===== src/rtl/sdf_butterfly_stage_if.sv =====
// Stream bundle between an R2SDF butterfly stage, its upstream source and the
// shared twiddle ROM.
interface sdf_butterfly_stage_if #(
   parameter int WIDTH = 17,
   parameter int TW_W  = 12
);
   // in_valid qualifies in_r/in_i for one cycle and there is no back-pressure:
   // every cycle with in_valid high is an accepted sample. out_valid qualifies
   // out_r/out_i the same way. tw_r/tw_i answer tw_idx within the same cycle.
   logic                    in_valid;
   logic signed [WIDTH-1:0] in_r;
   logic signed [WIDTH-1:0] in_i;
   logic        [3:0]       tw_idx;
   logic signed [TW_W-1:0]  tw_r;
   logic signed [TW_W-1:0]  tw_i;
   logic                    out_valid;
   logic signed [WIDTH-1:0] out_r;
   logic signed [WIDTH-1:0] out_i;

   modport master (
      output in_valid, in_r, in_i, tw_r, tw_i,
      input  tw_idx, out_valid, out_r, out_i
   );

   modport slave (
      input  in_valid, in_r, in_i, tw_r, tw_i,
      output tw_idx, out_valid, out_r, out_i
   );
endinterface


===== src/rtl/sdf_butterfly_stage.sv =====
// Radix-2 single-delay-feedback DIF butterfly stage with external twiddle ROM.
// Define SDF_SAT_EN to saturate every narrowing to WIDTH instead of wrapping.
module sdf_butterfly_stage #(
   parameter int WIDTH = 17,
   parameter int DEPTH = 16,
   parameter int TW_W  = 12
) (
   input logic                 clk,
   input logic                 rst_n,
   sdf_butterfly_stage_if.slave bus
);
   localparam int CW   = $clog2(2 * DEPTH);
   localparam int PW   = WIDTH + TW_W + 2;
   localparam int STEP = 16 / DEPTH;

   logic [CW-1:0]           r_cnt;
   logic                    r_primed;
   logic                    r_out_valid;
   logic signed [WIDTH-1:0] r_out_r;
   logic signed [WIDTH-1:0] r_out_i;
   logic signed [WIDTH-1:0] r_dly_r [DEPTH];
   logic signed [WIDTH-1:0] r_dly_i [DEPTH];

   logic                    w_phase;
   logic                    w_emit;
   logic [CW-1:0]           w_j;
   logic [31:0]             w_tw_prod;
   logic                    w_unused_tw;
   logic signed [PW-1:0]    w_hr, w_hi, w_xr, w_xi, w_cr, w_ci;
   logic signed [PW-1:0]    w_sum_r, w_sum_i, w_dif_r, w_dif_i;
   logic signed [PW-1:0]    w_pr_full, w_pi_full, w_pr, w_pi;
   logic signed [WIDTH-1:0] w_nsum_r, w_nsum_i, w_ndif_r, w_ndif_i, w_npr, w_npi;

   assign w_phase     = r_cnt[CW-1];
   assign w_j         = r_cnt & CW'(DEPTH - 1);
   assign w_tw_prod   = 32'(w_j) * 32'(STEP);
   assign w_unused_tw = ^w_tw_prod[31:4];
   assign bus.tw_idx  = (bus.in_valid && !w_phase) ? w_tw_prod[3:0] : 4'd0;
   assign w_emit      = bus.in_valid & (w_phase | r_primed);

   // All arithmetic runs at PW bits, wide enough that no intermediate overflows.
   assign w_hr = {{(PW-WIDTH){r_dly_r[DEPTH-1][WIDTH-1]}}, r_dly_r[DEPTH-1]};
   assign w_hi = {{(PW-WIDTH){r_dly_i[DEPTH-1][WIDTH-1]}}, r_dly_i[DEPTH-1]};
   assign w_xr = {{(PW-WIDTH){bus.in_r[WIDTH-1]}}, bus.in_r};
   assign w_xi = {{(PW-WIDTH){bus.in_i[WIDTH-1]}}, bus.in_i};
   assign w_cr = {{(PW-TW_W){bus.tw_r[TW_W-1]}}, bus.tw_r};
   assign w_ci = {{(PW-TW_W){bus.tw_i[TW_W-1]}}, bus.tw_i};

   assign w_sum_r   = w_hr + w_xr;
   assign w_sum_i   = w_hi + w_xi;
   assign w_dif_r   = w_hr - w_xr;
   assign w_dif_i   = w_hi - w_xi;
   assign w_pr_full = w_hr * w_cr - w_hi * w_ci;
   assign w_pi_full = w_hr * w_ci + w_hi * w_cr;
   assign w_pr      = w_pr_full >>> 10;
   assign w_pi      = w_pi_full >>> 10;

`ifdef SDF_SAT_EN
   localparam logic signed [PW-1:0] SAT_MAX = PW'((1 << (WIDTH - 1)) - 1);
   localparam logic signed [PW-1:0] SAT_MIN = ~SAT_MAX;

   function automatic logic signed [WIDTH-1:0] f_sat(input logic signed [PW-1:0] v);
      if (v > SAT_MAX)      return SAT_MAX[WIDTH-1:0];
      else if (v < SAT_MIN) return SAT_MIN[WIDTH-1:0];
      else                  return v[WIDTH-1:0];
   endfunction

   assign w_nsum_r = f_sat(w_sum_r);
   assign w_nsum_i = f_sat(w_sum_i);
   assign w_ndif_r = f_sat(w_dif_r);
   assign w_ndif_i = f_sat(w_dif_i);
   assign w_npr    = f_sat(w_pr);
   assign w_npi    = f_sat(w_pi);
`else
   logic w_unused_hi;

   assign w_nsum_r    = w_sum_r[WIDTH-1:0];
   assign w_nsum_i    = w_sum_i[WIDTH-1:0];
   assign w_ndif_r    = w_dif_r[WIDTH-1:0];
   assign w_ndif_i    = w_dif_i[WIDTH-1:0];
   assign w_npr       = w_pr[WIDTH-1:0];
   assign w_npi       = w_pi[WIDTH-1:0];
   assign w_unused_hi = ^{w_sum_r[PW-1:WIDTH], w_sum_i[PW-1:WIDTH],
                          w_dif_r[PW-1:WIDTH], w_dif_i[PW-1:WIDTH],
                          w_pr[PW-1:WIDTH], w_pi[PW-1:WIDTH]};
`endif

   always_ff @(posedge clk or negedge rst_n) begin
      if (!rst_n) begin
         r_cnt       <= '0;
         r_primed    <= 1'b0;
         r_out_valid <= 1'b0;
         r_out_r     <= '0;
         r_out_i     <= '0;
      end else begin
         r_out_valid <= w_emit;
         if (bus.in_valid) begin
            r_cnt <= r_cnt + CW'(1);
            if (w_phase) r_primed <= 1'b1;
         end
         // Data registers only move on emitted samples, so stale delay-line
         // contents never reach the output.
         if (w_emit) begin
            r_out_r <= w_phase ? w_nsum_r : w_npr;
            r_out_i <= w_phase ? w_nsum_i : w_npi;
         end
      end
   end

   always_ff @(posedge clk) begin
      if (bus.in_valid) begin
         r_dly_r[0] <= w_phase ? w_ndif_r : bus.in_r;
         r_dly_i[0] <= w_phase ? w_ndif_i : bus.in_i;
         for (int k = 1; k < DEPTH; k++) begin
            r_dly_r[k] <= r_dly_r[k-1];
            r_dly_i[k] <= r_dly_i[k-1];
         end
      end
   end

   assign bus.out_valid = r_out_valid;
   assign bus.out_r     = r_out_r;
   assign bus.out_i     = r_out_i;
endmodule

===== src/flat_wrapper.sv =====
// flat-port wrapper written by rule: the top's interface ports become plain ports
module sdf_butterfly_stage_flat 
#(
   parameter int WIDTH = 17,
   parameter int DEPTH = 16,
   parameter int TW_W  = 12
)
  (clk, rst_n, bus_in_valid, bus_in_r, bus_in_i, bus_tw_r, bus_tw_i, bus_tw_idx, bus_out_valid, bus_out_r, bus_out_i);
  sdf_butterfly_stage_if #(.WIDTH(WIDTH), .TW_W(TW_W)) bus_i ();
  input logic clk;
  input logic rst_n;
  input wire logic [$bits(bus_i.in_valid)-1:0] bus_in_valid;
  input wire logic [$bits(bus_i.in_r)-1:0] bus_in_r;
  input wire logic [$bits(bus_i.in_i)-1:0] bus_in_i;
  input wire logic [$bits(bus_i.tw_r)-1:0] bus_tw_r;
  input wire logic [$bits(bus_i.tw_i)-1:0] bus_tw_i;
  output wire logic [$bits(bus_i.tw_idx)-1:0] bus_tw_idx;
  output wire logic [$bits(bus_i.out_valid)-1:0] bus_out_valid;
  output wire logic [$bits(bus_i.out_r)-1:0] bus_out_r;
  output wire logic [$bits(bus_i.out_i)-1:0] bus_out_i;
  assign bus_i.in_valid = bus_in_valid;
  assign bus_i.in_r = bus_in_r;
  assign bus_i.in_i = bus_in_i;
  assign bus_i.tw_r = bus_tw_r;
  assign bus_i.tw_i = bus_tw_i;
  assign bus_tw_idx = bus_i.tw_idx;
  assign bus_out_valid = bus_i.out_valid;
  assign bus_out_r = bus_i.out_r;
  assign bus_out_i = bus_i.out_i;
  sdf_butterfly_stage #(.WIDTH(WIDTH), .DEPTH(DEPTH), .TW_W(TW_W)) u_core (.clk(clk), .rst_n(rst_n), .bus(bus_i));
endmodule

===== config.mk =====
export PLATFORM = sky130hd
export DESIGN_NAME = sdf_butterfly_stage_flat
export DESIGN_NICKNAME = d
export VERILOG_FILES = /design/src/rtl/sdf_butterfly_stage_if.sv /design/src/rtl/sdf_butterfly_stage.sv /design/src/flat_wrapper.sv
export SDC_FILE = /design/constraint.sdc
export NUM_CORES = 2
export LEC_CHECK = 0
export BUFFER_PORTS_ARGS = -buffer_cell sky130_fd_sc_hd__buf_2
export CELL_PAD_IN_SITES_DETAIL_PLACEMENT = 1
export CELL_PAD_IN_SITES_GLOBAL_PLACEMENT = 2
export CORE_UTILIZATION = 35
export DETAILED_ROUTE_END_ITERATION = 10
export PLACE_DENSITY = 0.77
export RECOVER_POWER = 50
export SYNTH_ARGS = -nofsm -noshare
export SYNTH_HDL_FRONTEND = slang
export SYNTH_SLANG_ARGS = --single-unit

===== constraint.sdc =====
create_clock -name clk -period 10.5 [get_ports clk]
set_input_delay 0.525 -clock clk [delete_from_list [all_inputs] [get_ports clk]]
set_output_delay 0.525 -clock clk [all_outputs]
set_load 0.005 [all_outputs]

==> results.py <==
metrics = {
    "global_route": {
        "pin_count_of_the_biggest_net_entering_global_routing": 148,
        "antenna_found_initial": 8,
        "grt_first_pass_wirelength_um": 204000,
        "grt_overflow_total": 0,
        "global_router_s_overall_resource_usage_pct": 19.0,
        "vias_in_the_first_global_route": 33300,
    },
    "clock_tree": {
        "clk_pin_slew_worst_paths_ns": 0.07,
        "cts_inserted_buffers": 54,
        "postCtsSetupBuffers": 0,
        "cts_max_level": 2,
        "clock_insertion_delay_worst_skew_ns": 0.65,
        "root_buffer": "clkbuf_16",
        "cts-hold-fix-buffers": 0,
        "cts_tree": "built",
        "clock_path_buffers": 3,
        "cts_repair_resize_count": 0,
        "tritoncts_num_sinks": 585,
    },
    "place": {
        "dpl_cell_area_mm2": 0.0521,
        "dpl.hpwl_um": 96400,
        "port_buffers": 99,
        "gp_congestion": 0.844,
    },
    "drt": {
        "post_drt_wl_per_cell_um": 21.1,
        "detailedRoute.firstIterationViolations": 1790,
        "post_detailed_route_count_of_antenna_violating_nets": 0,
        "detail_route.wirelength_um": 131000,
        "firstDrtPassIters": 5,
        "dr_total_vias": 29900,
        "viasPerCell": 4.81,
        "detail_route.drc_violations": 0,
    },
    "critical_path": {
        "cp.required_ns": 10.94,
        "timing.reg2reg.worst_path_depth": 23,
        "slowest_delay_ns": 1.02,
        "r2r-start": "u_core.r_dly_i[1][135]",
        "critical_path_peak_fanout": 18,
        "timing.setup.critical_path_class": "flip-flop to flip-flop",
        "cp_top_family": "adder cells",
        "flop_to_flop_setup_slack_ns": 2.66,
        "crit_path_end_kind": "flip-flop",
        "arrival_ns": 8.27,
        "reg2reg_to": "u_core.bus.out_r[16]",
        "crit_path_top_delay_cell": "edfxtp_1",
        "crit_path_start_kind": "flip-flop",
        "worstPathCellList": "nand2_1 -> inv_1 -> fa_1 -> fa_1 -> inv_1 -> fa_1 -> inv_1 -> fa_1 -> inv_1 -> fa_1 -> fa_1 -> inv_1 -> fa_1 -> inv_1 -> ha_1 -> nand2_1 -> nor2_1 -> a2111oi_0 -> o21ai_0 -> a21oi_1 -> o21ai_1 -> xnor2_1 -> o221ai_1",
        "most_frequent_cell_on_critical_path": "fa_1",
        "worstPathBufferInverterCount": 6,
    },
    "finish": {
        "filler_cell_count": 15200,
        "area_growth_syn_to_layout_pct": 8.93,
        "nets_finish": 5426,
        "share_of_layout_cells_above_drive_strength_1_pct": 6.30,
        "seq_area_mm2": 0.0174,
        "finalInstanceArea_mm2": 0.0540,
        "multi_input_comb_area_mm2": 0.0281,
    },
    "hold_path": {
        "worstHoldStart": "bus_in_r[3]",
        "hold_depth": 3,
        "min_path_type": "input pin to flip-flop",
        "min_to": "u_core.r_dly_r[0][3]",
    },
    "synthesis": {
        "synth_edf_count": 544,
        "synth_area_per_cell_um2": 11.6,
        "yosysTopAreaCellShare_pct": 33.0,
        "mappedNetlistArea_mm2": 0.0495,
        "synth_top_cell_by_area": "edfxtp_1",
        "postSynth.topFlopCell": "edfxtp_1",
        "async_reset_ff_share_pct": 7.01,
        "synthesis.nets": 5399,
        "yosys.cell_types.count": 82,
        "synth.ff_latch_count": 585,
        "netlist_instances": 4274,
        "synth_warnings": 0,
        "seq_area_frac_synth_pct": 35.0,
        "synthTopCellsByArea": "edfxtp_1, fa_1, inv_1, ha_1, and2_1",
    },
    "timing": {
        "clock.fmax_mhz": 128,
        "finalCriticalPeriod_ns": 7.84,
        "skew_ns": 0.0528,
        "slew-limit-headroom_pct": -301,
        "final-max-slew-violation-count": 147,
        "post-route-period-util_pct": 74.6,
        "report.final.hold_viol_count": 0,
        "worstMarginPinSlew_ns": 6.02,
        "setup_viol": 0,
        "rsz0062_at_grt": "false",
        "fin_tns_setup_ns": 0,
    },
    "floorplan": {
        "die_area_mm2": 0.143,
        "die_width_um": 378,
        "total_i_o_pin_count": 100,
        "floorplan.initialDensity_pct": 35.4,
        "fp-row-count": 137,
        "core_mm2": 0.140,
        "die_h_um": 378,
    },
    "run_status": {
        "violations": "max-capacitance violations, max-slew violations",
        "status": "finished, violations left",
    },
    "run": {
        "max_cap_viol_count": 2,
    },
}
final cells by class:
class                   instances  area share [%]
diodes                          2         0.00927
clock buffers                  68            2.66
clock inverters                33           0.742
inverters                     910            6.33
multi-input cells            2596            52.0
flip-flops and latches        585            32.2
well taps                    1876            4.35
repair buffers                154            1.70
cells in the mapped netlist, types with 4 or more instances:
cell      number
o22ai_1        6
mux2i_1       17
xor2_1        28
fa_1         800
xnor2_1      107
a21oi_1       87
o21ai_0       66
dfrtp_1       41
o21ai_1        9
a31oi_1       12
edfxtp_1     544
or3_1         13
nand3b_1       5
or2_2          7
o31ai_1       11
nand4_1        5
o221ai_1       5
buf_1          8
nor2_1        78
nor4_1         5
nand3_1       21
inv_1        910
ha_1         264
a21o_1        16
and4_1         4
o21a_1         6
nor2b_1       46
nor3_1        15
nand2b_1      40
o211ai_1       8
a211o_1        5
nand2_1      480
a211oi_1      11
clkbuf_1     172
and2_1       352
worst min-delay path, stage by stage:
cell and delay, ns:
buf_2 0.10, inv_1 0.05, o21ai_0 0.14
cells by family after synthesis:
logic type	share of synthesized area [%]
adders and majority gates	39.0
buffers and inverters	8.29
xor gates and xnor gates	2.39
muxes	0.412
AOI/OAI and AO/OA	4.01
and+or+nand+nor	10.9
DFF	35.0
state kept, by name, summed over array words and instances (netlist names):
name	cells
u_core.bus.out_i	17
u_core.bus.out_r	17
u_core.bus.out_valid	1
u_core.r_cnt	5
u_core.r_dly_i	272
u_core.r_dly_r	272
u_core.r_primed	1
through the flow:
step	hold slack, ns	std cells	setup WS [ns]	util [%]
final	0.288	6224	2.66	38.5
after detailed placement	0.405	6121	2.62	37.2
after floorplan	0.229	4274	3.94	-
after global routing	0.297	6222	2.16	38.5
after CTS	0.0488	6222	2.60	38.5
after global placement	0.400	6121	2.82	37.2
cell usage in the layout, fill, tap and decap left out, drive strengths merged, types with 7 or more instances in the layout:
master / Yosys / layout
edfxtp: 544 / 544
o31ai: 12 / 12
a21o: 16 / 16
mux2i: 17 / 17
a31oi: 15 / 15
fa: 800 / 800
xor2: 28 / 28
nand2b: 40 / 40
nor3: 15 / 15
nand2: 480 / 480
clkinv: 0 / 17
inv: 910 / 915
and2: 352 / 352
dfrtp: 41 / 41
a211oi: 12 / 12
clkbuf: 172 / 70
nand3: 21 / 21
nor2b: 46 / 46
bufinv: 0 / 7
or3: 14 / 14
o211ai: 11 / 11
ha: 264 / 264
o21ai: 78 / 78
xnor2: 107 / 107
a21oi: 88 / 88
nor2: 79 / 79
or2: 7 / 7
buf: 11 / 152
per-layer routing:
layer	routed length [µm]	GRT usage, %	vias to the layer above
li1	-	-	13200
met1	57200	25.7	15900
met2	64600	32.3	644
met3	5720	2.28	153
met4	3790	5.05	6
met5	44	0	-
how the worst max path moves through the flow:
stage	depth (start not counted)	end	from
after floorplan	22	u_core.bus.out_r[13]	bus_tw_r[10]
after global placement	23	u_core.bus.out_r[16]	u_core.r_dly_i[1][135]
after detailed placement	23	u_core.bus.out_r[16]	u_core.r_dly_i[1][135]
after CTS	23	u_core.bus.out_r[16]	u_core.r_dly_i[1][135]
after global routing	23	u_core.bus.out_r[16]	u_core.r_dly_i[1][135]
final	23	u_core.bus.out_r[16]	u_core.r_dly_i[1][135]
Power is not shown: default switching activity piles up to over one toggle a cycle in this logic, so the estimate is an artifact.
